$ cat config.mk
export PLATFORM = sky130hd
export DESIGN_NAME = fp_score_streamer_flat
export DESIGN_NICKNAME = d
export VERILOG_FILES = /design/src/rtl/fp_stream_pkg.sv /design/src/rtl/fp_score_streamer_if.sv /design/src/rtl/fp_score_ram.sv /design/src/rtl/fp_score_streamer.sv /design/src/flat_wrapper.sv
export SDC_FILE = /design/constraint.sdc
export NUM_CORES = 1
export LEC_CHECK = 0
export ABC_AREA = 1
export CORE_MARGIN = 8
export CORE_UTILIZATION = 60
export CTS_BUF_LIST = sky130_fd_sc_hd__clkbuf_8
export CTS_CLUSTER_DIAMETER = 200
export CTS_CLUSTER_SIZE = 30
export DETAILED_ROUTE_END_ITERATION = 7
export GPL_TIMING_DRIVEN = 0
export PLACE_DENSITY_LB_ADDON = 0.1
export SETUP_SLACK_MARGIN = 0.4
export SYNTH_ARGS = -nofsm -noshare
export SYNTH_HDL_FRONTEND = slang
export SYNTH_SLANG_ARGS = --single-unit
export TNS_END_PERCENT = 100
$ cat constraint.sdc
create_clock -name clk -period 5.5 [get_ports clk]
set_input_delay 0.55 -clock clk [delete_from_list [all_inputs] [get_ports clk]]
set_output_delay 0.55 -clock clk [all_outputs]
set_load 0.02 [all_outputs]
$ cat src/rtl/fp_stream_pkg.sv
// fp_stream_pkg: shared widths, state and index types for the score streamer
package fp_stream_pkg;
  localparam int DATA_W = 32;
  localparam int IDX_W = 4;
  localparam int DEPTH = 2 ** IDX_W;
  typedef enum logic {FILL, STREAM} stream_state_t;
  typedef logic [IDX_W-1:0] idx_t;
  typedef logic [IDX_W:0] cnt_t;
  typedef logic [DATA_W-1:0] data_t;
endpackage

$ cat src/rtl/fp_score_streamer_if.sv
// fp_score_streamer_if: producer write port and comparator-facing stream
interface fp_score_streamer_if;
  import fp_stream_pkg::*;
  logic wr_valid;
  logic wr_ready;
  data_t wr_data;
  logic wr_last;
  logic abort;
  logic out_start;
  logic out_valid;
  data_t out_data;
  idx_t out_index;
  logic out_last;
  logic busy;
  modport slave (
    input wr_valid, wr_data, wr_last, abort,
    output wr_ready, out_start, out_valid, out_data, out_index, out_last, busy
  );
  modport master (
    output wr_valid, wr_data, wr_last, abort,
    input wr_ready, out_start, out_valid, out_data, out_index, out_last, busy
  );
endinterface

$ cat src/rtl/fp_score_ram.sv
// fp_score_ram: simple dual-port score buffer, sync write, registered read
module fp_score_ram
  import fp_stream_pkg::*;
(
  input logic clk,
  input logic we,
  input idx_t waddr,
  input data_t wdata,
  input idx_t raddr,
  output data_t rdata
);
  data_t mem [DEPTH];
  always_ff @(posedge clk) begin
    if (we) mem[waddr] <= wdata;
    rdata <= mem[raddr];
  end
endmodule

$ cat src/rtl/fp_score_streamer.sv
// fp_score_streamer: buffers a batch of float32 scores and replays them indexed to the argmax comparator
module fp_score_streamer
  import fp_stream_pkg::*;
(
  input logic clk,
  input logic reset,
  fp_score_streamer_if.slave s
);
  localparam cnt_t LAST_SLOT = cnt_t'(DEPTH - 1);
  stream_state_t state;
  cnt_t count, rd_ptr;
  logic vld, start, last, wr_fire, rd_go;
  idx_t idx;
  data_t rd_q;
  assign wr_fire = s.wr_valid && state == FILL && !s.abort;
  assign rd_go = state == STREAM && rd_ptr != count;
  fp_score_ram u_ram (
    .clk(clk),
    .we(wr_fire),
    .waddr(count[IDX_W-1:0]),
    .wdata(s.wr_data),
    .raddr(rd_ptr[IDX_W-1:0]),
    .rdata(rd_q)
  );
  // flags are registered alongside the RAM read so they line up with rd_q
  always_ff @(posedge clk or negedge reset) begin
    if (!reset) begin
      state <= FILL;
      count <= '0;
      rd_ptr <= '0;
      vld <= 1'b0;
      start <= 1'b0;
      last <= 1'b0;
      idx <= '0;
    end else if (s.abort) begin
      state <= FILL;
      count <= '0;
      rd_ptr <= '0;
      vld <= 1'b0;
      start <= 1'b0;
      last <= 1'b0;
    end else begin
      vld <= rd_go;
      start <= rd_go && rd_ptr == '0;
      last <= rd_go && rd_ptr == cnt_t'(count - 1'b1);
      if (rd_go) idx <= rd_ptr[IDX_W-1:0];
      if (wr_fire) begin
        count <= count + 1'b1;
        if (s.wr_last || count == LAST_SLOT) state <= STREAM;
      end
      if (state == STREAM) begin
        if (rd_go) rd_ptr <= rd_ptr + 1'b1;
        else begin
          state <= FILL;
          count <= '0;
          rd_ptr <= '0;
        end
      end
    end
  end
  assign s.wr_ready = state == FILL;
  assign s.busy = state == STREAM;
  assign s.out_valid = vld;
  assign s.out_start = start;
  assign s.out_last = last;
  assign s.out_index = idx;
  assign s.out_data = vld ? rd_q : '0;
endmodule

$ cat src/flat_wrapper.sv
// flat-port wrapper written by rule: the top's interface ports become plain ports
module fp_score_streamer_flat import fp_stream_pkg::*;
  (clk, reset, s_wr_valid, s_wr_data, s_wr_last, s_abort, s_wr_ready, s_out_start, s_out_valid, s_out_data, s_out_index, s_out_last, s_busy);
  fp_score_streamer_if s_i ();
  input logic clk;
  input logic reset;
  input wire logic [$bits(s_i.wr_valid)-1:0] s_wr_valid;
  input wire logic [$bits(s_i.wr_data)-1:0] s_wr_data;
  input wire logic [$bits(s_i.wr_last)-1:0] s_wr_last;
  input wire logic [$bits(s_i.abort)-1:0] s_abort;
  output wire logic [$bits(s_i.wr_ready)-1:0] s_wr_ready;
  output wire logic [$bits(s_i.out_start)-1:0] s_out_start;
  output wire logic [$bits(s_i.out_valid)-1:0] s_out_valid;
  output wire logic [$bits(s_i.out_data)-1:0] s_out_data;
  output wire logic [$bits(s_i.out_index)-1:0] s_out_index;
  output wire logic [$bits(s_i.out_last)-1:0] s_out_last;
  output wire logic [$bits(s_i.busy)-1:0] s_busy;
  assign s_i.wr_valid = s_wr_valid;
  assign s_i.wr_data = s_wr_data;
  assign s_i.wr_last = s_wr_last;
  assign s_i.abort = s_abort;
  assign s_wr_ready = s_i.wr_ready;
  assign s_out_start = s_i.out_start;
  assign s_out_valid = s_i.out_valid;
  assign s_out_data = s_i.out_data;
  assign s_out_index = s_i.out_index;
  assign s_out_last = s_i.out_last;
  assign s_busy = s_i.busy;
  fp_score_streamer u_core (.clk(clk), .reset(reset), .s(s_i));
endmodule
Word level (Yosys, flattened, before mapping) --
Memories as Yosys holds them, arrays and structs flattened. A register that Yosys moved wholly into a read port is not among the register bits. Cells that the tools add are included.
Word-level totals: register bits 18, bits in writable memories 512, input port bits 37, output and inout bits 41, logic and storage cells 44, memories kept 1
Cells by class: add/sub/neg operators 3, equality and inequality tests 3, muxes and demuxes 18, bitwise operators 2, reduce and logical (&&, ||, !) cells 10
Memory list:
- u_core.u_ram.mem | depth 16, bits a word 32, rd ports 1, clocked after memory_dff 1, wr ports 1, RTL line fp_score_ram.sv:12 | data_t mem [DEPTH];
Operators with widths (count):
- $mux W5 | 7
- $mux W32 | 1
- $add A5 B1 Y5 const B | 2
- $mux W1 | 10
- $eq A5 B4 Y1 const B | 1
- $eq A5 B5 Y1 | 1
- $logic_and A1 B1 Y1 | 5
- $logic_not A5 Y1 | 1
- $ne A5 B5 Y1 | 1
- $sub A5 B1 Y5 const B | 1
- $not A1 Y1 | 2
- $reduce_and A2 Y1 | 1
- $reduce_bool A2 Y1 | 1
- $logic_not A1 Y1 | 1
- $logic_or A1 B1 Y1 | 1

Longest topological paths before layout --
depth in word-level cells 7, mapped depth 10, depth with buffers taken out 9

Modules after synthesis --
Synthesis repeated with hierarchy kept, for this count alone.
Second synthesis, totals: cells, all modules 2342, area, all modules 24156.9 um2
By module, submodules not included:
- fp_score_ram | instances 1, cells each 2120, area an instance 22730.6 um2, seq. area each 16015.4 um2
- fp_score_streamer | instances 1, cells each 222, area an instance 1426.4 um2, seq. area each 450.4 um2

Worst setup path after synthesis --
Ideal clock, no wire load.
path type flip-flop to flip-flop, start point register u_core.state, in the netlist u_core.s.busy, end point memory u_core.u_ram.mem[0][0] (netlist name) (enable), arrival 2.413 ns, data required time 5.079 ns, slack 2.666 ns, stages on the path, launching flop included 6, period minus slack after synthesis 2.834 ns, cells stage by stage dfrtp_1 > nor2_2 > nand2_2 > inv_2 > nand2_1 > nor2_1
Between the ends: cells in the longest elaborated chain, start to end 5
Ends and longest elaborated chain:
- start, declared | RTL line fp_score_streamer.sv:10 | stream_state_t state;
- start signal, assigned | RTL line fp_score_streamer.sv:28 | state <= FILL;
- start signal, assigned | RTL line fp_score_streamer.sv:36 | state <= FILL;
- start signal, assigned | RTL line fp_score_streamer.sv:49 | if (s.wr_last || count == LAST_SLOT) state <= STREAM;
- $not A1 Y1 | RTL line fp_score_streamer.sv:15 | assign wr_fire = s.wr_valid && state == FILL && !s.abort;
- $logic_and A1 B1 Y1 (2 in a row) | RTL line fp_score_streamer.sv:15
- $mux W1 | RTL line fp_score_ram.sv:14 | if (we) mem[waddr] <= wdata;
- $mux W1 (implied by the code) | RTL line fp_score_ram.sv:14
- end, declared | RTL line fp_score_ram.sv:12
Every way passes these cells.

Worst setup path in the final report --
start point register u_core.vld, in the netlist u_core.s.out_valid, end point output port s_out_data[11]
Between the ends: cells in the longest elaborated chain, start to end 1
Ends and longest elaborated chain:
- start, declared | RTL line fp_score_streamer.sv:12 | logic vld, start, last, wr_fire, rd_go;
- start signal, assigned | RTL line fp_score_streamer.sv:43 | vld <= rd_go;
- $mux W32 | RTL line fp_score_streamer.sv:67 | assign s.out_data = vld ? rd_q : '0;
- end, declared | RTL line flat_wrapper.sv:14 | output wire logic [$bits(s_i.out_data)-1:0] s_out_data;
Every way passes these cells.

==> flow_summary.ini <==
[grt]
grt_pass1_wl_mm = 87.0
grt_use_total_pct = 26.5
antenna_found_initial = 0
grt_max_degree = 32
overflow = 0
grt_pass1_vias = 14100

[synth]
synth_compound_area_share_pct = 6.06
synth_top_area_cell = edfxtp_1
synth_nets = 1957
avgSynthCellArea_um2 = 11.8
muxShareOfSynthArea_pct = 0
yosysTopAreaCellShare_pct = 68.3
synth-seq-cells = 562
synthDistinctLibCells = 33
ys.warnings.count = 0
synthAdderAreaFrac_pct = 0.445
netlist_area_um2 = 22500
synthTopCellsByArea = edfxtp_1 68%, nand2_1 7.9%, nand3_1 4.2%
synth_top_family_by_area = simple AND/OR/NAND/NOR gates
ys_seq_area_share_pct = 73.1
syn_inst = 1912
synth-xor-area-share_pct = 0.195
yosys.area_share.simple_pct = 15.2

[floorplanning]
die-area_um2 = 44000
num_rows = 71
die_h_um = 210
core_area_um2 = 37300
die_x_um = 210
start_util_pct = 60.3
pin_count = 78

[status]
status = completed

[routing]
top_layer = met4
routedWlPerCell_um = 23.5
dr_wl_met2_mm = 28.4
vias = 14900
met3_length_mm = 6.17
firstDrtPassIters = 5
antenna_left = 0
vias_per_cell = 5.90
drcViolationCount = 0
wirelength_mm = 59.3
drt_iter0_drc = 1828
wl_met1_mm = 23.4

[clock_tree]
clock-sinks = 562
clkLatencyLatePin_ns = 0.64
clockBufferDepth = 3
cts_max_level = 1
tritoncts = yes
cts_hold_buffers = 0
ctsResizeCount = 0
cts_buffers = 22
clock-root-buffer = clkbuf_8
cts.reportedPaths.clkPinSlew_ns = 0.18
postCtsSetupBuffers = 0

[timing]
hold_slack_ns = 0.334
clock_skew_ns = 0.0263
hold_viol = 0
slew_viol_final = 0
post-route-period-util_pct = 61.7
setup-violations-final = 0
rsz0062_at_grt = no
fin_crit_ns = 3.39
max_slew_margin_pct = 34.1
setup_ws_ns = 2.11
worstMarginPinSlew_ns = 0.988
timing.fmax_mhz = 295
setup-tns-final_ns = 0

[power_and_ir_drop]
p_clk_share_pct = 22.8
power_density_nw_per_um2 = 282
p_comb_share_pct = 9.3
total_power_mw = 6.99
pwr-share-seq_pct = 67.9
vdd_ir_drop_max_v = 0.000228
p_sw_share_pct = 24.0
internal_power_mw = 5.31
p_leak_nw = 9.43
switchingPower_mw = 1.68

[final_layout]
fillCellCount = 2764
antennaDiodeCount = 0
final_util_pct = 66.4
layout.cells.non_filler = 2519
final_nets = 2074
multi_input_area_um2 = 5060
drive_gt1_share_pct = 7.09
register_area_um2 = 16500
area_delta_synth_final_pct = 9.99
finalInstanceArea_um2 = 24800

[placement]
hpwlAfterDp_mm = 39.3
portBuffers = 77
pre_cts_ws_ns = 2.33
dpl_cell_area_um2 = 24400
dpl.cell_count = 2479
gp_congestion = 0.856

[worst_setup_path]
worst_setup_path_start_kind = flop
crit_arrival_ns = 2.84
crit_fanout = 10
critical_path_class = flop to output port
end_kind = output port
required_ns = 4.95

[flow_run]
maxCapViolations = 0

[worst_hold_path]
hold_class = primary input to async pin
-- state kept, by name (all words and copies together) (netlist names) --
signal              flops
u_core.s.out_start      1
u_core.s.out_valid      1
u_core.s.busy           1
u_core.s.out_index      4
u_core.rd_ptr           5
u_core.u_ram.rdata     32
u_core.s.out_last       1
u_core.count            5
u_core.u_ram.mem      512
-- routing by layer --
metal	global-route usage, %	vias to the layer above
met1	36.2	7207
li1	-	6751
met5	0	-
met4	6.32	0
met3	4.42	98
met2	44.3	818
-- cells in the mapped netlist --
cell	number
a21oi_1	119
a21oi_4	1
buf_1	6
buf_2	46
buf_4	21
buf_6	5
clkbuf_1	25
clkinv_1	2
dfrtp_1	18
dfxtp_1	32
edfxtp_1	512
ha_1	8
inv_1	138
inv_2	3
inv_4	2
nand2_1	474
nand2_2	4
nand2_4	1
nand3_1	190
nand3_4	1
nand3b_1	1
nand4_1	2
nor2_1	157
nor2_2	1
nor2_4	2
nor3_1	1
o211a_1	1
o211ai_1	25
o21ai_0	107
o21ai_2	1
o21bai_2	1
xnor2_1	1
xor2_1	4
-- layout make-up --
cell class / instances / share of cell area (%)
Buffer: 103 / 2.26
Timing Repair Buffer: 93 / 4.65
Inverter: 145 / 2.22
Multi-Input combinational cell: 1102 / 20.4
Clock buffer: 23 / 1.28
Sequential cell: 562 / 66.5
Clock inverter: 17 / 0.278
Tap cell: 474 / 2.40
-- power groups by stage --
stage | clock [mW] | combinational [mW] | sequential (mW)
3_5_place_dp | 0 | 0.644 | 4.84
6_report | 1.59 | 0.651 | 4.75
4_1_cts | 1.58 | 0.646 | 4.75
3_3_place_gp | 0 | 0.620 | 4.84
5_1_grt | 1.71 | 0.707 | 4.75
2_1_floorplan | 0 | 0.345 | 4.84
-- worst max-delay path, cell delays in order, from the launching register on --
cell	delay [ns]
dfrtp_1	0.64
clkbuf_1	0.67
nand2_1	0.18
inv_1	0.10
clkdlybuf4s50_1	0.60
-- kinds of logic after synthesis --
logic type | count (synthesis)
buf+inv | 248
compound gates | 255
xor+xnor | 5
flops | 562
simple gates | 834
fa+ha+maj | 8
-- path summary, 6_finish.rpt --
path	startpoint	depth (start not counted)	slack, ns	end
max	u_core.s.out_valid	4	2.11	s_out_data[11]
min	reset	1	0.33	u_core.count[2]
max reg2reg	u_core.s.busy	6	2.88	u_core.u_ram.mem[14][14]
min reg2reg	u_core.s.out_index[2]	2	0.51	u_core.s.out_index[2]
max in group asynchronous	reset	1	4.67	u_core.rd_ptr[1]
min in group clk	u_core.s.out_index[2]	2	0.51	u_core.s.out_index[2]
-- cell usage in the layout (no fill, tap or decap), drive strengths merged, types with 4 or more instances in the layout --
cell type / synthesis / routed
o21ai: 108 / 108
clkdlybuf4s50: 0 / 77
xor2: 4 / 4
ha: 8 / 8
edfxtp: 512 / 512
buf: 78 / 94
nand2: 479 / 479
dfrtp: 18 / 18
nor2: 160 / 160
clkbuf: 25 / 48
inv: 143 / 160
a21oi: 120 / 120
dfxtp: 32 / 32
nand3: 191 / 191
o211ai: 25 / 25
No activity file was read; power rests on OpenSTA's default activity.
